## src/rtl/ofdm_cp_serializer.sv

```systemverilog
// ofdm_cp_serializer
//
// Takes one OFDM symbol (8 parallel complex time-domain samples from the
// IFFT modulator) per input handshake, optionally prepends a cyclic prefix,
// and streams the symbol out one complex sample per cycle under
// valid/ready flow control. An active buffer plus one pending buffer allow
// gap-free back-to-back symbols.
//
// Build option: define OFDM_CP_SERIALIZER_CP_EN to insert a cyclic prefix
// of CP_LEN samples (active[8-CP_LEN..7]) ahead of each body. Without it,
// symbols are 8 samples and CP_LEN is ignored.
//
// Parameters
//   WIDTH      bit width of each real/imag sample
//   CP_LEN     cyclic prefix length in samples (1..7)
// Ports
//   clk        rising-edge clock
//   reset      synchronous, active-high
//   in_valid   parallel symbol present on in_re/in_im
//   in_ready   symbol can be captured this cycle (registered)
//   in_re      8 signed real parts, sample k at [WIDTH*(k+1)-1 : WIDTH*k]
//   in_im      8 signed imaginary parts, same packing
//   out_valid  out_re/out_im hold a valid sample
//   out_ready  downstream accepts the sample this cycle
//   out_re     serial real sample
//   out_im     serial imaginary sample
//   out_first  first sample of a symbol (first CP sample when CP enabled)
//   out_last   body sample 7
//   sym_count  fully transmitted symbols, wraps at 65535 -> 0

module ofdm_cp_serializer #(
    parameter int unsigned WIDTH  = 16,
    parameter int unsigned CP_LEN = 2
) (
    input  logic                      clk,
    input  logic                      reset,
    input  logic                      in_valid,
    output logic                      in_ready,
    input  logic [8*WIDTH-1:0]        in_re,
    input  logic [8*WIDTH-1:0]        in_im,
    output logic                      out_valid,
    input  logic                      out_ready,
    output logic signed [WIDTH-1:0]   out_re,
    output logic signed [WIDTH-1:0]   out_im,
    output logic                      out_first,
    output logic                      out_last,
    output logic [15:0]               sym_count
);

    if (CP_LEN < 1 || CP_LEN > 7) begin : g_bad_cp_len
        $error("ofdm_cp_serializer: CP_LEN must be in 1..7");
    end

`ifdef OFDM_CP_SERIALIZER_CP_EN
    typedef enum logic [1:0] {
        S_IDLE,
        S_PREFIX,
        S_BODY
    } state_t;

    localparam state_t     START_STATE = S_PREFIX;
    localparam logic [2:0] START_IDX   = 3'(8 - CP_LEN);
`else
    typedef enum logic [1:0] {
        S_IDLE,
        S_BODY
    } state_t;

    localparam state_t     START_STATE = S_BODY;
    localparam logic [2:0] START_IDX   = 3'd0;
`endif

    state_t                  r_state;
    logic [2:0]              r_idx;
    logic [WIDTH-1:0]        r_act_re  [8];
    logic [WIDTH-1:0]        r_act_im  [8];
    logic [WIDTH-1:0]        r_pend_re [8];
    logic [WIDTH-1:0]        r_pend_im [8];
    logic                    r_pend_full;
    logic                    r_in_ready;
    logic                    r_out_valid;
    logic signed [WIDTH-1:0] r_out_re;
    logic signed [WIDTH-1:0] r_out_im;
    logic                    r_out_first;
    logic                    r_out_last;
    logic [15:0]             r_sym_count;

    logic [WIDTH-1:0]        w_in_re  [8];
    logic [WIDTH-1:0]        w_in_im  [8];
    logic [WIDTH-1:0]        w_src_re [8];
    logic [WIDTH-1:0]        w_src_im [8];
    logic                    w_cap;
    logic                    w_hs;
    logic                    w_last_hs;
    logic                    w_load_new;
    logic                    w_to_pend;
    logic                    w_pend_full_nxt;
    logic [2:0]              w_idx_inc;

    assign in_ready  = r_in_ready;
    assign out_valid = r_out_valid;
    assign out_re    = r_out_re;
    assign out_im    = r_out_im;
    assign out_first = r_out_first;
    assign out_last  = r_out_last;
    assign sym_count = r_sym_count;

    always_comb begin
        for (int unsigned k = 0; k < 8; k++) begin
            w_in_re[k]  = in_re[WIDTH*k +: WIDTH];
            w_in_im[k]  = in_im[WIDTH*k +: WIDTH];
            // Next symbol into active: the waiting one if present, otherwise
            // the one being captured right now (pending is always empty in IDLE).
            w_src_re[k] = r_pend_full ? r_pend_re[k] : w_in_re[k];
            w_src_im[k] = r_pend_full ? r_pend_im[k] : w_in_im[k];
        end
    end

    always_comb begin
        w_cap      = in_valid && r_in_ready;
        w_hs       = r_out_valid && out_ready;
        w_last_hs  = w_hs && (r_state == S_BODY) && (r_idx == 3'd7);
        w_idx_inc  = r_idx + 3'd1;
        // A capture coinciding with the final handshake and an empty pending
        // buffer is promoted straight into active on the same edge.
        w_load_new = ((r_state == S_IDLE) && w_cap) ||
                     (w_last_hs && (r_pend_full || w_cap));
        w_to_pend  = w_cap && (r_state != S_IDLE) && !(w_last_hs && !r_pend_full);

        w_pend_full_nxt = r_pend_full;
        if (w_to_pend) begin
            w_pend_full_nxt = 1'b1;
        end else if (w_last_hs) begin
            w_pend_full_nxt = 1'b0;
        end
    end

    always_ff @(posedge clk) begin
        if (reset) begin
            r_state     <= S_IDLE;
            r_idx       <= '0;
            r_pend_full <= 1'b0;
            r_in_ready  <= 1'b0;
            r_out_valid <= 1'b0;
            r_out_re    <= '0;
            r_out_im    <= '0;
            r_out_first <= 1'b0;
            r_out_last  <= 1'b0;
            r_sym_count <= '0;
        end else begin
            r_pend_full <= w_pend_full_nxt;
            // Driven from the next-state flag so a full pending buffer can
            // never be overwritten by a capture one cycle later.
            r_in_ready  <= !w_pend_full_nxt;

            if (w_to_pend) begin
                for (int unsigned k = 0; k < 8; k++) begin
                    r_pend_re[k] <= w_in_re[k];
                    r_pend_im[k] <= w_in_im[k];
                end
            end

            if (w_last_hs) begin
                r_sym_count <= r_sym_count + 16'd1;
            end

            if (w_load_new) begin
                for (int unsigned k = 0; k < 8; k++) begin
                    r_act_re[k] <= w_src_re[k];
                    r_act_im[k] <= w_src_im[k];
                end
                r_state     <= START_STATE;
                r_idx       <= START_IDX;
                r_out_valid <= 1'b1;
                r_out_re    <= w_src_re[START_IDX];
                r_out_im    <= w_src_im[START_IDX];
                r_out_first <= 1'b1;
                r_out_last  <= 1'b0;
            end else if (w_last_hs) begin
                r_state     <= S_IDLE;
                r_out_valid <= 1'b0;
                r_out_first <= 1'b0;
                r_out_last  <= 1'b0;
            end else if (w_hs) begin
                r_out_first <= 1'b0;
`ifdef OFDM_CP_SERIALIZER_CP_EN
                if ((r_state == S_PREFIX) && (r_idx == 3'd7)) begin
                    r_state    <= S_BODY;
                    r_idx      <= '0;
                    r_out_re   <= r_act_re[0];
                    r_out_im   <= r_act_im[0];
                    r_out_last <= 1'b0;
                end else
`endif
                begin
                    r_idx      <= w_idx_inc;
                    r_out_re   <= r_act_re[w_idx_inc];
                    r_out_im   <= r_act_im[w_idx_inc];
                    r_out_last <= (r_state == S_BODY) && (r_idx == 3'd6);
                end
            end
        end
    end

endmodule

```

## config.mk

```make
export PLATFORM = sky130hd
export DESIGN_NAME = ofdm_cp_serializer
export DESIGN_NICKNAME = d
export VERILOG_FILES = /design/src/rtl/ofdm_cp_serializer.sv
export SDC_FILE = /design/constraint.sdc
export NUM_CORES = 1
export LEC_CHECK = 0
export CORE_ASPECT_RATIO = 0.75
export CORE_UTILIZATION = 51
export CTS_CLUSTER_SIZE = 12
export DETAILED_ROUTE_END_ITERATION = 6
export DONT_BUFFER_PORTS = 1
export HOLD_SLACK_MARGIN = 0.03
export PLACE_DENSITY = 0.69
export RECOVER_POWER = 50
export SYNTH_ARGS = -nofsm -noshare
export SYNTH_HDL_FRONTEND = slang
export SYNTH_SLANG_ARGS = --single-unit
```

## constraint.sdc

```tcl
create_clock -name clk -period 16.11 [get_ports clk]
set_clock_uncertainty 0.2 [all_clocks]
set_input_delay 2.4165 -clock clk [delete_from_list [all_inputs] [get_ports clk]]
set_output_delay 2.4165 -clock clk [all_outputs]
set_load 0.02 [all_outputs]
```

==> impl.org <==
** GRT
- The number of global-route vias before repair was between 10000 and 15000.
- Grt total ovfl :: 0
- In the global route stage, overall resource usage came out at 0.2096.
- Entering global routing, the biggest net connects about 170 pins.
- First-pass GRT wire length :: approximately 71000 um
- The number of antenna violations at the first check in global routing is 0.

** Pwr
- Share of total power in sequential cells :: 0.559
- Switching power as a share of total power :: 0.2084
- Combinational share of power :: 0.048
- Maximum ir drop on the vdd rail :: roughly 92 uV
- Power spread over the standard cell area amounts to ~120 nW/um2.
- Leakage :: between 7 and 8 nW
- Fraction of power consumed by the clock network :: 0.393
- Power dissipated by switching net loads :: 626.1 uW
- The internal portion of the total power is around 2.4 mW.

** Route
- The first detailed-routing pass took 7 iterations.
- Post-route ant nets :: 0
- The routed layout has about 11000 vias.
- In the routed design, unresolved DRC markers number 32.
- Routed wirelength normalized by instance count :: roughly 25 um
- Vias/cell :: ~5.9
- After detailed routing, the total wire length is a little under 50000 um.
- The detailed router finished its first iteration with 911 violations.

** Layout
- Of the cells placed in the final design, the portion with a size suffix greater than 1 is 0.2194.
- Share of the core filled with cells :: 0.5716
- Area growth from synthesis to layout :: 9.327%
- The repair_antennas step left the layout with diodes totalling 0.
- Nets :: 1580
- Multi-input logic area :: approximately 6100 um2
- Filler Cells Inserted :: approximately 3300
- The sequential cells in the finished layout cover a total of between 15000 and 20000 um2.
- Once layout is done, the placed cells without fillers occupy 25070 um2.

** Clock network
- Post-CTS timing repair inserted 0 buffers for setup.
- The number of gates resized after CTS was 0.
- The clock passes through at most 3 buffers.
- CTS tree :: built
- Clock tree synthesis inserted a total of 55 buffers.
- Clk Tree Root Cell :: sky130_fd_sc_hd__clkbuf_16
- Clock Pin Slew Worst Setup and Hold Paths :: 0.06 ns
- The clock drives ~570 sinks.
- Quantity of hold-fixing buffers added after cts :: 0
- Maximum level of the CTS H-tree :: 2
- Source-to-sink clock delay at the later pin of the worst-skew pair :: about 0.59 ns

** Synth
- During synthesis, Yosys emitted a total of 0 warnings.
- In this run, distinct cell masters in the synthesized netlist total 38.
- The number of nets handed over by synthesis was about 1600.
- The average instance in the mapped netlist occupies between 15 and 20 um2.
- The share of the Yosys chip area taken by registers is 0.7195.
- The synthesized netlist occupies a cell area of 22930 um2.
- After technology mapping, the gate count stands at around 1300.
- Counting flops and latches in the post-synthesis netlist gives roughly 570.

** STA
- Setup violations remaining at the end of the flow were counted as 0.
- The routed design could run at a clock period as short as approximately 8.7 ns.
- Derived from the worst setup path, the maximum achievable clock frequency is between 0.1 and 0.15 GHz.
- After routing, the total negative slack on setup checks comes to 0 ns.
- Setup repair after global routing left no endpoint under its margin.
- Transition time at the pin with the least slew margin :: about 4.4 ns
- Final Max Tran Viols :: a little over 300
- Dividing the final minimum period by the clock period gives 0.5426.
- Measured against its own limit, the worst slew margin works out to -1.958.
- Setup slack on the critical path of the routed design comes to 7.368 ns.
- Final Hold Vio Count :: 0

** Floorplan
- For this configuration, the core starts out at a cell density of 0.5229.
- Vertical die dimension :: roughly 190 um
- The die covers ~46000 um2.
- During I/O placement, the number of pins put on the boundary was 312.
- The die is 246.8 um wide.
- The floorplan has 66 rows.
- The core region is roughly 44000 um2.

** Hold path
- Min-Delay Path Class :: reg -> reg
- The worst hold path terminates at r_act_re[5][4]$_DFFE_PP_.
- Cell depth of the worst min-delay path :: 1
- The worst hold path begins at r_pend_re[1][20]$_DFFE_PP_.

** Worst setup path
- The worst setup path is of the reg -> reg kind.
- Of all nets on the critical path, the largest fanout is 72.
- STA puts the critical path data arrival time at around 9 ns.
- Reg-to-reg startpoint :: r_pend_full$_SDFF_PP0_
- Worst R2R Setup Slack :: between 7 and 8 ns
- Nature of the critical path startpoint :: flip-flop
- Data required time at the worst endpoint :: roughly 16 ns
- Depth of the worst register-to-register path :: 5
- The worst register-to-register path ends at out_im[12]$_SDFFE_PP0P_.
- STA classifies the critical path endpoint as a flip-flop.

** Place
- Port buffering added 0 buffers.
- Once detailed placement completed, the half-perimeter wirelength came to slightly above 30000 um.
- Weighted congestion reported at the end of routability-driven placement :: 0.8260
- At the placement stage, the worst setup path has a slack of ~10 ns.
- Area of placed instances :: 23500 um2

** Run
- Reported max-cap violation count :: 5

** Run status
- Violated checks :: DRC, capacitance limit, slew limit
- The flow ran to the end, but the final reports show violations.
[per-stage QoR]
step / hold WS, ns / power [mW] / std cells
after floorplan: 0.3112 / 1.828 / 1323
after global placement: 0.3247 / 1.848 / 1837
after detailed placement: 0.3305 / 1.852 / 1837
after CTS: 0.3450 / 3.030 / 1936
after global routing: 0.3536 / 3.099 / 1936
final: 0.3413 / 3.005 / 1936
[worst max-delay path, stage by stage, from the launching register on]
cell	delay (ns)
sky130_fd_sc_hd__dfxtp_1	1.83
sky130_fd_sc_hd__clkbuf_1	3.01
sky130_fd_sc_hd__clkbuf_1	2.80
sky130_fd_sc_hd__mux2_1	0.49
sky130_fd_sc_hd__mux2i_1	0.09
sky130_fd_sc_hd__a21oi_1	0.21
[worst max-delay path by stage]
| stage | startpoint | endpoint | cells after the start |
|---|---|---|---|
| 5_1_grt | r_pend_full$_SDFF_PP0_ | out_im[14]$_SDFFE_PP0P_ | 5 |
| 4_1_cts | out_ready | r_act_im[2][10]$_DFFE_PP_ | 6 |
| 3_5_place_dp | out_ready | r_act_im[3][10]$_DFFE_PP_ | 6 |
| 3_3_place_gp | out_ready | r_act_im[4][14]$_DFFE_PP_ | 6 |
| 6_report | r_pend_full$_SDFF_PP0_ | out_im[12]$_SDFFE_PP0P_ | 5 |
| 2_1_floorplan | out_ready | r_act_im[0][0]$_DFFE_PP_ | 4 |
[logic make-up (layout without fill, tap and decap cells)]
group	Yosys count	after routing	synth area share
xor+xnor	10	10	0.003820
mux	418	418	0.1965
simple gates	126	126	0.02881
fa+ha+maj	4	4	0.002183
buf+inv	81	116	0.01430
flops	568	568	0.7195
compound gates	116	116	0.03493
[synthesized netlist by cell type (all sizes together)]
master    n  area (um2)
and4      2       17.52
a21oi    39       195.2
nor2     16       60.06
nand2    42       157.7
mux2    256        2883
nor2b     4       25.02
xnor2     6       52.55
mux2i   162        1622
nor4      3       18.77
nor4b     1       8.760
dfxtp    56        1121
and2     33       206.5
clkbuf   58       219.0
buf      19       93.84
nand4     3       33.78
o22ai     1       6.260
a21boi    1       7.510
inv       4       15.01
nand3b    1       7.510
o31ai     4       30.03
and3      1       6.260
o21ai     4       20.02
xor2      4       35.03
or3       5       31.28
a31oi     1       6.260
a22oi    34       255.2
edfxtp  512       15370
nor3      5       25.02
or4       4       30.03
a221oi   32       280.3
nand3     5       25.02
ha        4       50.05
nor3b     1       7.510
[per-layer routing]
layer | share of wire | GRT usage
met5 | 0 | 0
met4 | 0.017 | 0.04617
met1 | 0.44 | 0.2967
met2 | 0.45 | 0.3154
met3 | 0.087 | 0.06892
[flip-flops by register name, indices dropped and copies added (netlist names)]
name	flops
r_idx	3
out_re	16
out_last	1
r_act_re	128
r_pend_im	128
r_pend_re	128
out_first	1
r_pend_full	1
r_state	1
sym_count	16
r_act_im	128
in_ready	1
out_im	16
[layout by cell type (no fill, tap or decap), types with 3 or more instances in the layout]
cell	instances
sky130_fd_sc_hd__a21oi_1	39
sky130_fd_sc_hd__a221oi_1	32
sky130_fd_sc_hd__a22oi_1	34
sky130_fd_sc_hd__and2_0	12
sky130_fd_sc_hd__and2_1	20
sky130_fd_sc_hd__buf_4	8
sky130_fd_sc_hd__clkbuf_1	36
sky130_fd_sc_hd__clkbuf_16	56
sky130_fd_sc_hd__clkbuf_8	3
sky130_fd_sc_hd__clkinv_1	4
sky130_fd_sc_hd__dfxtp_1	55
sky130_fd_sc_hd__edfxtp_1	512
sky130_fd_sc_hd__ha_1	4
sky130_fd_sc_hd__inv_1	4
sky130_fd_sc_hd__mux2_1	36
sky130_fd_sc_hd__mux2_2	220
sky130_fd_sc_hd__mux2i_1	162
sky130_fd_sc_hd__nand2_1	42
sky130_fd_sc_hd__nand3_1	5
sky130_fd_sc_hd__nand4_1	3
sky130_fd_sc_hd__nor2_1	15
sky130_fd_sc_hd__nor2b_4	3
sky130_fd_sc_hd__nor3_1	5
sky130_fd_sc_hd__nor4_1	3
sky130_fd_sc_hd__o21ai_0	4
sky130_fd_sc_hd__o31ai_1	4
sky130_fd_sc_hd__or3_1	5
sky130_fd_sc_hd__or4_1	4
sky130_fd_sc_hd__xnor2_1	6
sky130_fd_sc_hd__xor2_1	4
[area by class of cell]
cell class,instances,area share
flip-flops and latches,568,0.6583
multi-input cells,674,0.2441
clock buffers,91,0.06235
well taps,578,0.02885
repair buffers,13,0.003794
clock inverters,8,0.001997
inverters,4,0.0005990
[power groups by stage]
| stage | sequential (mW) | clock [mW] | combinational [mW] |
|---|---|---|---|
| 3_5_place_dp | 1.71 | 0 | 0.142 |
| 4_1_cts | 1.68 | 1.21 | 0.143 |
| 3_3_place_gp | 1.71 | 0 | 0.139 |
| 2_1_floorplan | 1.71 | 0 | 0.116 |
| 6_report | 1.68 | 1.18 | 0.145 |
| 5_1_grt | 1.68 | 1.26 | 0.156 |
No activity file was read; power rests on OpenSTA's default activity.
